[src/rtl/ace_snoop_responder_if.sv]
// Bus bundle between the CCU snoop port / dcache lookup port and ace_snoop_responder.
// The responder uses the slave view; the CCU+cache side (or a bench) uses the master view.
interface ace_snoop_responder_if #(
  parameter int unsigned AddrWidth       = 64,
  parameter int unsigned DataWidth       = 64,
  parameter int unsigned DcacheLineWidth = 128
);
  logic                       ac_valid_i;
  logic                       ac_ready_o;
  logic [AddrWidth-1:0]       ac_addr_i;
  logic [3:0]                 ac_snoop_i;
  logic                       cr_valid_o;
  logic                       cr_ready_i;
  logic [4:0]                 cr_resp_o;
  logic                       cd_valid_o;
  logic                       cd_ready_i;
  logic [DataWidth-1:0]       cd_data_o;
  logic                       cd_last_o;
  logic                       lu_req_o;
  logic                       lu_gnt_i;
  logic [AddrWidth-1:0]       lu_addr_o;
  logic                       lu_share_o;
  logic                       lu_clean_o;
  logic                       lu_inval_o;
  logic                       lu_valid_i;
  logic                       lu_hit_i;
  logic                       lu_dirty_i;
  logic                       lu_shared_i;
  logic [DcacheLineWidth-1:0] lu_data_i;

  modport slave (
    input  ac_valid_i, ac_addr_i, ac_snoop_i, cr_ready_i, cd_ready_i,
           lu_gnt_i, lu_valid_i, lu_hit_i, lu_dirty_i, lu_shared_i, lu_data_i,
    output ac_ready_o, cr_valid_o, cr_resp_o, cd_valid_o, cd_data_o, cd_last_o,
           lu_req_o, lu_addr_o, lu_share_o, lu_clean_o, lu_inval_o
  );

  modport master (
    output ac_valid_i, ac_addr_i, ac_snoop_i, cr_ready_i, cd_ready_i,
           lu_gnt_i, lu_valid_i, lu_hit_i, lu_dirty_i, lu_shared_i, lu_data_i,
    input  ac_ready_o, cr_valid_o, cr_resp_o, cd_valid_o, cd_data_o, cd_last_o,
           lu_req_o, lu_addr_o, lu_share_o, lu_clean_o, lu_inval_o
  );
endinterface

[src/rtl/ace_snoop_responder.sv]
// ACE snoop responder: takes one AC snoop at a time, does one atomic dcache lookup/update,
// answers on CR and streams the line on CD when the response carries data.
module ace_snoop_responder #(
  parameter int unsigned AddrWidth       = 64,
  parameter int unsigned DataWidth       = 64,
  parameter int unsigned DcacheLineWidth = 128
) (
  input logic                  clk_i,
  input logic                  rst_ni,
  ace_snoop_responder_if.slave bus
);
  localparam int unsigned Beats   = DcacheLineWidth / DataWidth;
  localparam int unsigned LineOff = $clog2(DcacheLineWidth / 8);
  localparam int unsigned BeatW   = (Beats > 1) ? $clog2(Beats) : 1;
  localparam logic [BeatW-1:0] LastBeat = BeatW'(Beats - 1);

  localparam logic [3:0] ReadOnce     = 4'b0000;
  localparam logic [3:0] ReadShared   = 4'b0001;
  localparam logic [3:0] ReadClean    = 4'b0010;
  localparam logic [3:0] ReadNsd      = 4'b0011;
  localparam logic [3:0] ReadUnique   = 4'b0111;
  localparam logic [3:0] CleanShared  = 4'b1000;
  localparam logic [3:0] CleanInvalid = 4'b1001;
  localparam logic [3:0] MakeInvalid  = 4'b1101;

  typedef enum logic [2:0] {
    S_IDLE   = 3'd0,
    S_LOOKUP = 3'd1,
    S_WAIT   = 3'd2,
    S_RESP   = 3'd3,
    S_DATA   = 3'd4
  } state_e;

  state_e                             r_state;
  state_e                             w_next_state;
  logic [AddrWidth-1:0]               r_addr;
  logic [3:0]                         r_snoop;
  logic [4:0]                         r_resp;
  logic [Beats-1:0][DataWidth-1:0]    r_line;
  logic [BeatW-1:0]                   r_beat;

  // {share, clean, inval} applied by the cache only when the line hits
  function automatic logic [2:0] lookup_op(input logic [3:0] snoop);
    logic [2:0] op;
    case (snoop)
      ReadShared, ReadNsd:                    op = 3'b110;
      ReadClean:                              op = 3'b100;
      ReadUnique, CleanInvalid, MakeInvalid:  op = 3'b001;
      CleanShared:                            op = 3'b010;
      default:                                op = 3'b000;
    endcase
    return op;
  endfunction

  // {WasUnique, IsShared, PassDirty, Error, DataTransfer} from the pre-update line state
  function automatic logic [4:0] snoop_resp(input logic [3:0] snoop, input logic hit,
                                            input logic dirty, input logic shared);
    logic [2:0] is_pd_dt;
    logic       known;
    known = 1'b1;
    case (snoop)
      ReadOnce, ReadClean: is_pd_dt = 3'b101;
      ReadShared, ReadNsd: is_pd_dt = {1'b1, dirty, 1'b1};
      ReadUnique:          is_pd_dt = {1'b0, dirty, 1'b1};
      CleanInvalid:        is_pd_dt = {1'b0, dirty, dirty};
      CleanShared:         is_pd_dt = {1'b1, dirty, dirty};
      MakeInvalid:         is_pd_dt = 3'b000;
      default: begin
        is_pd_dt = 3'b000;
        known    = 1'b0;
      end
    endcase
    if (hit && known) begin
      return {!shared, is_pd_dt[2], is_pd_dt[1], 1'b0, is_pd_dt[0]};
    end else begin
      return 5'b00000;
    end
  endfunction

  // State register
  always_ff @(posedge clk_i) begin
    if (!rst_ni) begin
      r_state <= S_IDLE;
    end else begin
      r_state <= w_next_state;
    end
  end

  // Next-state decode
  always_comb begin
    w_next_state = r_state;
    case (r_state)
      S_IDLE:   if (bus.ac_valid_i) w_next_state = S_LOOKUP; else w_next_state = S_IDLE;
      S_LOOKUP: if (bus.lu_gnt_i)   w_next_state = S_WAIT;   else w_next_state = S_LOOKUP;
      S_WAIT:   if (bus.lu_valid_i) w_next_state = S_RESP;   else w_next_state = S_WAIT;
      S_RESP: begin
        if (bus.cr_ready_i) begin
          w_next_state = r_resp[0] ? S_DATA : S_IDLE;
        end else begin
          w_next_state = S_RESP;
        end
      end
      S_DATA: begin
        if (bus.cd_ready_i && (r_beat == LastBeat)) begin
          w_next_state = S_IDLE;
        end else begin
          w_next_state = S_DATA;
        end
      end
      default:  w_next_state = S_IDLE;
    endcase
  end

  // Request latch, lookup result capture and beat counter
  always_ff @(posedge clk_i) begin
    if (!rst_ni) begin
      r_addr  <= '0;
      r_snoop <= 4'b0000;
      r_resp  <= 5'b00000;
      r_line  <= '0;
      r_beat  <= '0;
    end else begin
      if ((r_state == S_IDLE) && bus.ac_valid_i) begin
        r_addr  <= bus.ac_addr_i;
        r_snoop <= bus.ac_snoop_i;
      end
      if ((r_state == S_WAIT) && bus.lu_valid_i) begin
        r_resp <= snoop_resp(r_snoop, bus.lu_hit_i, bus.lu_dirty_i, bus.lu_shared_i);
        r_line <= bus.lu_data_i;
      end
      if ((r_state == S_DATA) && bus.cd_ready_i) begin
        r_beat <= (r_beat == LastBeat) ? '0 : r_beat + BeatW'(1);
      end
    end
  end

  // Outputs decoded from registered state only, so they are stable across stalls
  always_comb begin
    bus.ac_ready_o = rst_ni && (r_state == S_IDLE);
    bus.lu_req_o   = (r_state == S_LOOKUP);
    bus.lu_addr_o  = {r_addr[AddrWidth-1:LineOff], {LineOff{1'b0}}};
    if (r_state == S_LOOKUP) begin
      {bus.lu_share_o, bus.lu_clean_o, bus.lu_inval_o} = lookup_op(r_snoop);
    end else begin
      {bus.lu_share_o, bus.lu_clean_o, bus.lu_inval_o} = 3'b000;
    end
    bus.cr_valid_o = (r_state == S_RESP);
    bus.cr_resp_o  = (r_state == S_RESP) ? r_resp : 5'b00000;
    bus.cd_valid_o = (r_state == S_DATA);
    if (r_state == S_DATA) begin
      bus.cd_data_o = r_line[r_beat];
      bus.cd_last_o = (r_beat == LastBeat);
    end else begin
      bus.cd_data_o = '0;
      bus.cd_last_o = 1'b0;
    end
  end
endmodule
[src/flat_wrapper.sv]
// flat-port wrapper written by rule: the top's interface ports become plain ports
module ace_snoop_responder_flat 
#(
  parameter int unsigned AddrWidth       = 64,
  parameter int unsigned DataWidth       = 64,
  parameter int unsigned DcacheLineWidth = 128
)
  (clk_i, rst_ni, bus_ac_valid_i, bus_ac_addr_i, bus_ac_snoop_i, bus_cr_ready_i, bus_cd_ready_i, bus_lu_gnt_i, bus_lu_valid_i, bus_lu_hit_i, bus_lu_dirty_i, bus_lu_shared_i, bus_lu_data_i, bus_ac_ready_o, bus_cr_valid_o, bus_cr_resp_o, bus_cd_valid_o, bus_cd_data_o, bus_cd_last_o, bus_lu_req_o, bus_lu_addr_o, bus_lu_share_o, bus_lu_clean_o, bus_lu_inval_o);
  ace_snoop_responder_if #(.AddrWidth(AddrWidth), .DataWidth(DataWidth), .DcacheLineWidth(DcacheLineWidth)) bus_i ();
  input logic clk_i;
  input logic rst_ni;
  input wire logic [$bits(bus_i.ac_valid_i)-1:0] bus_ac_valid_i;
  input wire logic [$bits(bus_i.ac_addr_i)-1:0] bus_ac_addr_i;
  input wire logic [$bits(bus_i.ac_snoop_i)-1:0] bus_ac_snoop_i;
  input wire logic [$bits(bus_i.cr_ready_i)-1:0] bus_cr_ready_i;
  input wire logic [$bits(bus_i.cd_ready_i)-1:0] bus_cd_ready_i;
  input wire logic [$bits(bus_i.lu_gnt_i)-1:0] bus_lu_gnt_i;
  input wire logic [$bits(bus_i.lu_valid_i)-1:0] bus_lu_valid_i;
  input wire logic [$bits(bus_i.lu_hit_i)-1:0] bus_lu_hit_i;
  input wire logic [$bits(bus_i.lu_dirty_i)-1:0] bus_lu_dirty_i;
  input wire logic [$bits(bus_i.lu_shared_i)-1:0] bus_lu_shared_i;
  input wire logic [$bits(bus_i.lu_data_i)-1:0] bus_lu_data_i;
  output wire logic [$bits(bus_i.ac_ready_o)-1:0] bus_ac_ready_o;
  output wire logic [$bits(bus_i.cr_valid_o)-1:0] bus_cr_valid_o;
  output wire logic [$bits(bus_i.cr_resp_o)-1:0] bus_cr_resp_o;
  output wire logic [$bits(bus_i.cd_valid_o)-1:0] bus_cd_valid_o;
  output wire logic [$bits(bus_i.cd_data_o)-1:0] bus_cd_data_o;
  output wire logic [$bits(bus_i.cd_last_o)-1:0] bus_cd_last_o;
  output wire logic [$bits(bus_i.lu_req_o)-1:0] bus_lu_req_o;
  output wire logic [$bits(bus_i.lu_addr_o)-1:0] bus_lu_addr_o;
  output wire logic [$bits(bus_i.lu_share_o)-1:0] bus_lu_share_o;
  output wire logic [$bits(bus_i.lu_clean_o)-1:0] bus_lu_clean_o;
  output wire logic [$bits(bus_i.lu_inval_o)-1:0] bus_lu_inval_o;
  assign bus_i.ac_valid_i = bus_ac_valid_i;
  assign bus_i.ac_addr_i = bus_ac_addr_i;
  assign bus_i.ac_snoop_i = bus_ac_snoop_i;
  assign bus_i.cr_ready_i = bus_cr_ready_i;
  assign bus_i.cd_ready_i = bus_cd_ready_i;
  assign bus_i.lu_gnt_i = bus_lu_gnt_i;
  assign bus_i.lu_valid_i = bus_lu_valid_i;
  assign bus_i.lu_hit_i = bus_lu_hit_i;
  assign bus_i.lu_dirty_i = bus_lu_dirty_i;
  assign bus_i.lu_shared_i = bus_lu_shared_i;
  assign bus_i.lu_data_i = bus_lu_data_i;
  assign bus_ac_ready_o = bus_i.ac_ready_o;
  assign bus_cr_valid_o = bus_i.cr_valid_o;
  assign bus_cr_resp_o = bus_i.cr_resp_o;
  assign bus_cd_valid_o = bus_i.cd_valid_o;
  assign bus_cd_data_o = bus_i.cd_data_o;
  assign bus_cd_last_o = bus_i.cd_last_o;
  assign bus_lu_req_o = bus_i.lu_req_o;
  assign bus_lu_addr_o = bus_i.lu_addr_o;
  assign bus_lu_share_o = bus_i.lu_share_o;
  assign bus_lu_clean_o = bus_i.lu_clean_o;
  assign bus_lu_inval_o = bus_i.lu_inval_o;
  ace_snoop_responder #(.AddrWidth(AddrWidth), .DataWidth(DataWidth), .DcacheLineWidth(DcacheLineWidth)) u_core (.clk_i(clk_i), .rst_ni(rst_ni), .bus(bus_i));
endmodule
[config.mk]
export PLATFORM = sky130hd
export DESIGN_NAME = ace_snoop_responder_flat
export DESIGN_NICKNAME = d
export VERILOG_FILES = /design/src/rtl/ace_snoop_responder_if.sv /design/src/rtl/ace_snoop_responder.sv /design/src/flat_wrapper.sv
export SDC_FILE = /design/constraint.sdc
export NUM_CORES = 1
export LEC_CHECK = 0
export ABC_AREA = 1
export CORE_AREA = 2 2 134 136
export CTS_CLUSTER_DIAMETER = 30
export DETAILED_ROUTE_END_ITERATION = 10
export DIE_AREA = 0 0 136 138
export DONT_BUFFER_PORTS = 1
export GPL_ROUTABILITY_DRIVEN = 0
export PLACE_DENSITY = 0.59
export SLEW_MARGIN = 20
export SYNTH_ARGS = -nofsm -noshare
export SYNTH_HDL_FRONTEND = slang
export SYNTH_SLANG_ARGS = --single-unit
[constraint.sdc]
create_clock -name clk_i -period 1.8 [get_ports clk_i]
set_input_delay 0.36 -clock clk_i [delete_from_list [all_inputs] [get_ports clk_i]]
set_output_delay 0.36 -clock clk_i [all_outputs]
set_load 0.05 [all_outputs]
# ---- Word level (Yosys, flattened, before mapping)
# Cells that the tools add are included.
dict set report totals {
  elab_cells 55
  inputBits 206
  output_inout_bits 141
  reg_bits 205
}
dict set report classes {
  n_reduce_logical 13
  addsub 1
  order_cmp 1
  mux 22
  n_eq_ne 11
}
# op count
set op_table {}
lappend op_table {{two-way mux 64 bit} 3}
lappend op_table {{one-hot mux 3 bit (5 select lines)} 2}
lappend op_table {{== test 4 bit (second input constant)} 3}
lappend op_table {{one-hot mux 3 bit (4 select lines)} 1}
lappend op_table {{two-way mux 1 bit} 10}
lappend op_table {{two-way mux 5 bit} 2}
lappend op_table {{two-way mux 3 bit} 3}
lappend op_table {{== test 4 x 2 -> 1 bit (second input constant)} 2}
lappend op_table {{OR reduction 8 bit} 1}
lappend op_table {{== test 3 x 2 -> 1 bit (second input constant)} 2}
lappend op_table {{logical AND 1 bit} 6}
lappend op_table {{== test 4 x 1 -> 1 bit (second input constant)} 1}
lappend op_table {{== test 4 x 3 -> 1 bit (second input constant)} 1}
lappend op_table {{logical NOT 4 bit} 1}
lappend op_table {{OR reduction 2 bit} 2}
lappend op_table {{== test 3 x 1 -> 1 bit (second input constant)} 1}
lappend op_table {{== test 3 bit (second input constant)} 1}
lappend op_table {{logical NOT 3 bit} 1}
lappend op_table {{OR reduction 3 bit} 1}
lappend op_table {{less-than comparator 1 x 2 -> 1 bit (second input constant)} 1}
lappend op_table {{two-way mux 2 bit} 1}
lappend op_table {{adder 1 bit (second input constant)} 1}
lappend op_table {{logical NOT 1 bit} 1}

# ---- Longest topological paths before layout
dict set report logic_depth {
  ltp_word 7
  ltp_mapped 9
  ltp_nobuf 9
}

# ---- Worst setup path before layout
# Ideal clock, no wire load.
dict set report synth_path {
  path_kind {flip-flop to output port}
  from {reg u_core.r_state[0]}
  to {out bus_lu_share_o}
  stages_incl_launch_ff 5
  setup_slack_ps -1491
  arrival_time_ps 2931
  t_required_ps 1440
  path_buffers 0
  path_cell_list {dfxtp_1 -> inv_1 -> nor3_1 -> inv_1 -> nor3_1}
}
dict set report synth_via {
  elab_chain_len 2
}
# element line
set synth_lines {}
lappend synth_lines {{start, declared} ace_snoop_responder.sv:34} ;# state_e r_state;
lappend synth_lines {{start signal, assigned} ace_snoop_responder.sv:85} ;# r_state <= w_next_state;
lappend synth_lines {{== test 3 x 1 -> 1 bit} n/a}
lappend synth_lines {{net bus_lu_req_o} flat_wrapper.sv:29} ;# output wire logic [$bits(bus_i.lu_req_o)-1:0] bus_lu_req_o;
lappend synth_lines {{two-way mux 1 bit} ace_snoop_responder.sv:142} ;# if (r_state == S_LOOKUP) begin
lappend synth_lines {{end, declared} flat_wrapper.sv:31} ;# output wire logic [$bits(bus_i.lu_share_o)-1:0] bus_lu_share_o;
# The timed path passes the listed nets, and every way through them passes these cells.

# ---- Final worst setup path
dict set report layout_path {
  from {reg u_core.r_state[0]}
  to {out bus_cd_data_o[16]}
}
dict set report layout_via {
  elab_chain_len 2
}
# element line
set layout_lines {}
lappend layout_lines {{== test 3 bit} ace_snoop_responder.sv:150} ;# if (r_state == S_DATA) begin
lappend layout_lines {{two-way mux 64 bit} ace_snoop_responder.sv:150}
lappend layout_lines {{end, declared} flat_wrapper.sv:27} ;# output wire logic [$bits(bus_i.cd_data_o)-1:0] bus_cd_data_o;
# Every way passes these cells.

==> run_results.csv <==
group,metric,value,unit
floorplan,die_width,136,um
clock_network,clock_latency,0.43,ns
place,pre_cts_slack,0.104,ns
worst_setup_path,crit_arrival,1.72,ns
grt,antenna_found_initial,6,
grt,first_pass_grt_wire_length,36.2,mm
routing,post_drt_via_cell_ratio,5.18,
logic_synthesis,avgSynthCellArea,6.98,um2
worst_setup_path,cpMaxStageDelayCell,"dfxtp_4",
power,comb_power_share,8.4,%
routing,final_routed_wirelength,23.2,mm
worst_setup_path,worst_path_most_repeated_cell,"buf_12",
min_path,min_delay_startpoint,"bus_ac_addr_i[23]",
finish,post_route_design_area,0.0112,mm2
logic_synthesis,synth-compound-area-share,17.1,%
grt,grt_max_degree,135,
worst_setup_path,r2r-start,"u_core.r_state[2]",
logic_synthesis,yosys-top-cells-count,"nor2_1 (277), nand2_1 (269), dfxtp_1 (200)",
timing,rsz0062_at_grt,"true",
worst_setup_path,critical_path.max_stage_delay,0.37,ns
worst_setup_path,path_class,"flop to output port",
grt,first_global_vias,7017,
power,power.leakage,3.64,nW
clock_network,root_buffer,"clkbuf_16",
logic_synthesis,synth_cells,1142,
floorplan,rows,49,
logic_synthesis,synth_cell_type_count,19,
clock_network,clockBufferDepth,2,
worst_setup_path,r2r_end,"u_core.r_line[64]",
worst_setup_path,path_delay_family,"buffers and inverters",
logic_synthesis,post_synth_mux_area_share,0,%
finish,multi_input_comb_area,0.00436,mm2
min_path,min_path_cells,2,
worst_setup_path,reg2reg_slack,0.12,ns
timing,worst_slack,-0.283,ns
power,intPower,6.92,mW
floorplan,floorplan.core_area,0.0175,mm2
floorplan,chipHeight,138,um
routing,average_detailed_routed_wire_length_per_instance,16.3,um
worst_setup_path,cp.buffers_inverters,3,
place,post-dp-hpwl,15.9,mm
finish,filler_cell_count,1535,
timing,setup-violations-final,72,
routing,drc_errors,0,
worst_setup_path,cp.required,1.44,ns
outcome,result_of_the_run,"finished, violations left",
routing,final_antenna_net_count,0,
worst_setup_path,cp-end-kind,"output port",
min_path,worstHoldPathType,"input pin to flop",
timing,worst-slew-pin-transition,0.698,ns
worst_setup_path,cp_max_fo,22,
worst_setup_path,worst_r2r_path_depth,7,
logic_synthesis,yosys.area_share.simple,26.8,%
finish,finish.net_count,1384,
logic_synthesis,synth_top_cell_by_area,"dfxtp_1",
power,p_switching,2.77,mW
timing,max_frequency,480,MHz
finish,sequential_cell_area,0.00402,mm2
clock_network,cts_sinks,200,
grt,grt-ovfl-total,0,
timing,worst_hold_slack,0.0639,ns
logic_synthesis,synth_edf_count,0,
logic_synthesis,synth.area.top_cells,"dfxtp_1 (50%), nor2_1 (13%), nand2_1 (13%), o21ai_0 (8.5%), a21oi_1 (8.5%)",
grt,grtUsageTotal,24.3,%
clock_network,cts-htree-levels,4,
floorplan,initial_core_utilization,45.5,%
floorplan,io-pin-count,347,
place,io_buffer_count,0,
timing,layout_min_cycle_time,2.08,ns
logic_synthesis,post-synth-top-count-cell,"nor2_1",
power,power-per-cell-area,868,mW/mm2
power,vdd.ir_drop.worst,0.619,mV
power,switching_power_share_of_the_total,28.6,%
worst_setup_path,crit_chain,"nor3_4, inv_6, buf_12, a21oi_4, buf_12",
place,placed_cell_area,0.0105,mm2
power,p_seq_share,52.9,%
logic_synthesis,synthAdderAreaFrac,0,%
floorplan,fp.dieArea,0.0188,mm2
clock_network,tritoncts.num_buffers,17,
routing,route.vias.total,7381,
worst_setup_path,worst_setup_path_start_kind,"flop",
timing,report.final.slew_viol_count,0,
routing,dr.pass1.iters,5,
finish,share_of_layout_cells_above_drive_strength_1,19.1,%
timing,fin_skew,0.00821,ns
logic_synthesis,synth-seq-cells,200,
logic_synthesis,post_synth_xor_xnor_area,0,%
logic_synthesis,area_of_the_mapped_netlist,0.00798,mm2
timing,timing_hold_violations_final,0,
finish,area.growth.synth_to_final,40.0,%
logic_synthesis,asyncSetResetFlopFracSynth,0,%
clock_network,clk_pin_slew_worst_paths,0.08,ns
logic_synthesis,postSynth.topFlopCell,"dfxtp_1",
timing,timing.final.crit_share,116,%
outcome,violations,"negative setup slack",
min_path,hold_path_endpoint,"u_core.r_addr[23]",
power,share_clk_of_total_power,38.7,%
clock_network,cts_hold_buffers,0,
logic_synthesis,synth.yosys.warnings,0,
run,maxCapViolCount,0,
timing,maxSlewHeadroom,53.5,%
logic_synthesis,synth_top_cell_area_share,50.2,%
logic_synthesis,seq_area_frac_synth,50.2,%
logic_synthesis,synth_top_family_by_area,"simple AND/OR/NAND/NOR gates",
clock_network,tritoncts,"built",
routing,drt-initial-drc-count,331,
[worst max path at each step]
stage / from / to / slack, ns / cells after the start
6_report: u_core.r_state[0] / bus_cd_data_o[16] / -0.28 / 5
3_5_place_dp: u_core.r_state[1] / bus_cd_data_o[63] / 0.10 / 5
5_1_grt: u_core.r_state[1] / bus_cd_data_o[2] / -0.36 / 5
2_1_floorplan: u_core.r_state[2] / bus_cd_data_o[10] / -0.25 / 6
3_3_place_gp: u_core.r_state[1] / bus_cd_data_o[2] / 0.13 / 5
4_1_cts: u_core.r_state[2] / bus_cd_data_o[63] / -0.33 / 6
[layout by cell type (no fill, tap or decap)]
cell        count
a21oi_2         1
o21ai_0       136
a21boi_0        1
clkinv_4        1
nor4_4          1
inv_4           3
inv_6           7
nand3_2         1
inv_1          10
nor3_4          4
dfxtp_4         3
inv_8           3
dfxtp_2         1
nand2_1       269
clkinvlp_4      2
dfxtp_1       196
clkbuf_16      17
nor2_2          3
a21oi_4        64
nand3_4         1
buf_6           5
conb_1          5
nand3_1         6
bufinv_16       1
buf_12         83
a21oi_1        70
buf_4          12
buf_8           1
nor2_1        269
clkbuf_8        1
diode_2         5
clkinv_2        1
inv_2           5
nor3_1          1
nor2_4          6
[power by group through the flow]
stage	Combinational, mW	Sequential [mW]	Clock (mW)
floorplan	0.677	5.19	0
global placement	0.785	5.22	0
detailed placement	0.803	5.22	0
CTS	0.821	5.12	3.84
global route	0.936	5.15	4.00
finish	0.814	5.12	3.75
[what timing repair did]
| item | 4_1_cts | 5_1_grt |
|---|---|---|
| pin swaps | 6 | 5 |
| buffers inserted | 4 | 2 |
| gates cloned | 0 | 0 |
| endpoints found under the setup margin | 76 | 94 |
| gates resized for setup | 11 | 9 |
[layer usage]
layer	GRT usage (%)	routed length [um]	vias up
li1	-	-	3711
met1	29.6	9230	3358
met2	39.7	11300	265
met3	7.63	1940	45
met4	10.1	750	2
met5	0	13	-
[per-stage QoR]
step           utilization, %  power (mW)  TNS, ns  instances
6_report                 63.7        9.69   -17.00       1424
5_1_grt                  63.7        10.1   -22.91       1424
4_1_cts                  63.4        9.78   -21.04       1419
3_5_place_dp             59.7        6.03        0       1384
3_3_place_gp             59.7        6.00        0       1384
2_1_floorplan               -        5.86   -16.29       1146
[sequential cells by signal (all words and copies together), names as in the netlist]
register / count
u_core.r_beat: 1
u_core.r_snoop: 4
u_core.r_state: 3
u_core.r_addr: 60
u_core.r_resp: 4
u_core.r_line: 128
[final cells by class]
type                            instances  share of cell area (%)
Sequential cell                       200                    36.0
Multi-Input combinational cell        838                    39.1
Clock inverter                         13                    1.20
Tap cell                              229                    2.57
Timing Repair Buffer                  101                    16.3
Antenna cell                            5                   0.112
Inverter                               20                   0.851
Clock buffer                           18                    3.93
[cells by family after synthesis]
logic type      Yosys count
simple gates            561
compound gates          272
flops                   200
buf+inv                 108
other cells               1
(Power assumes the default switching activity.)
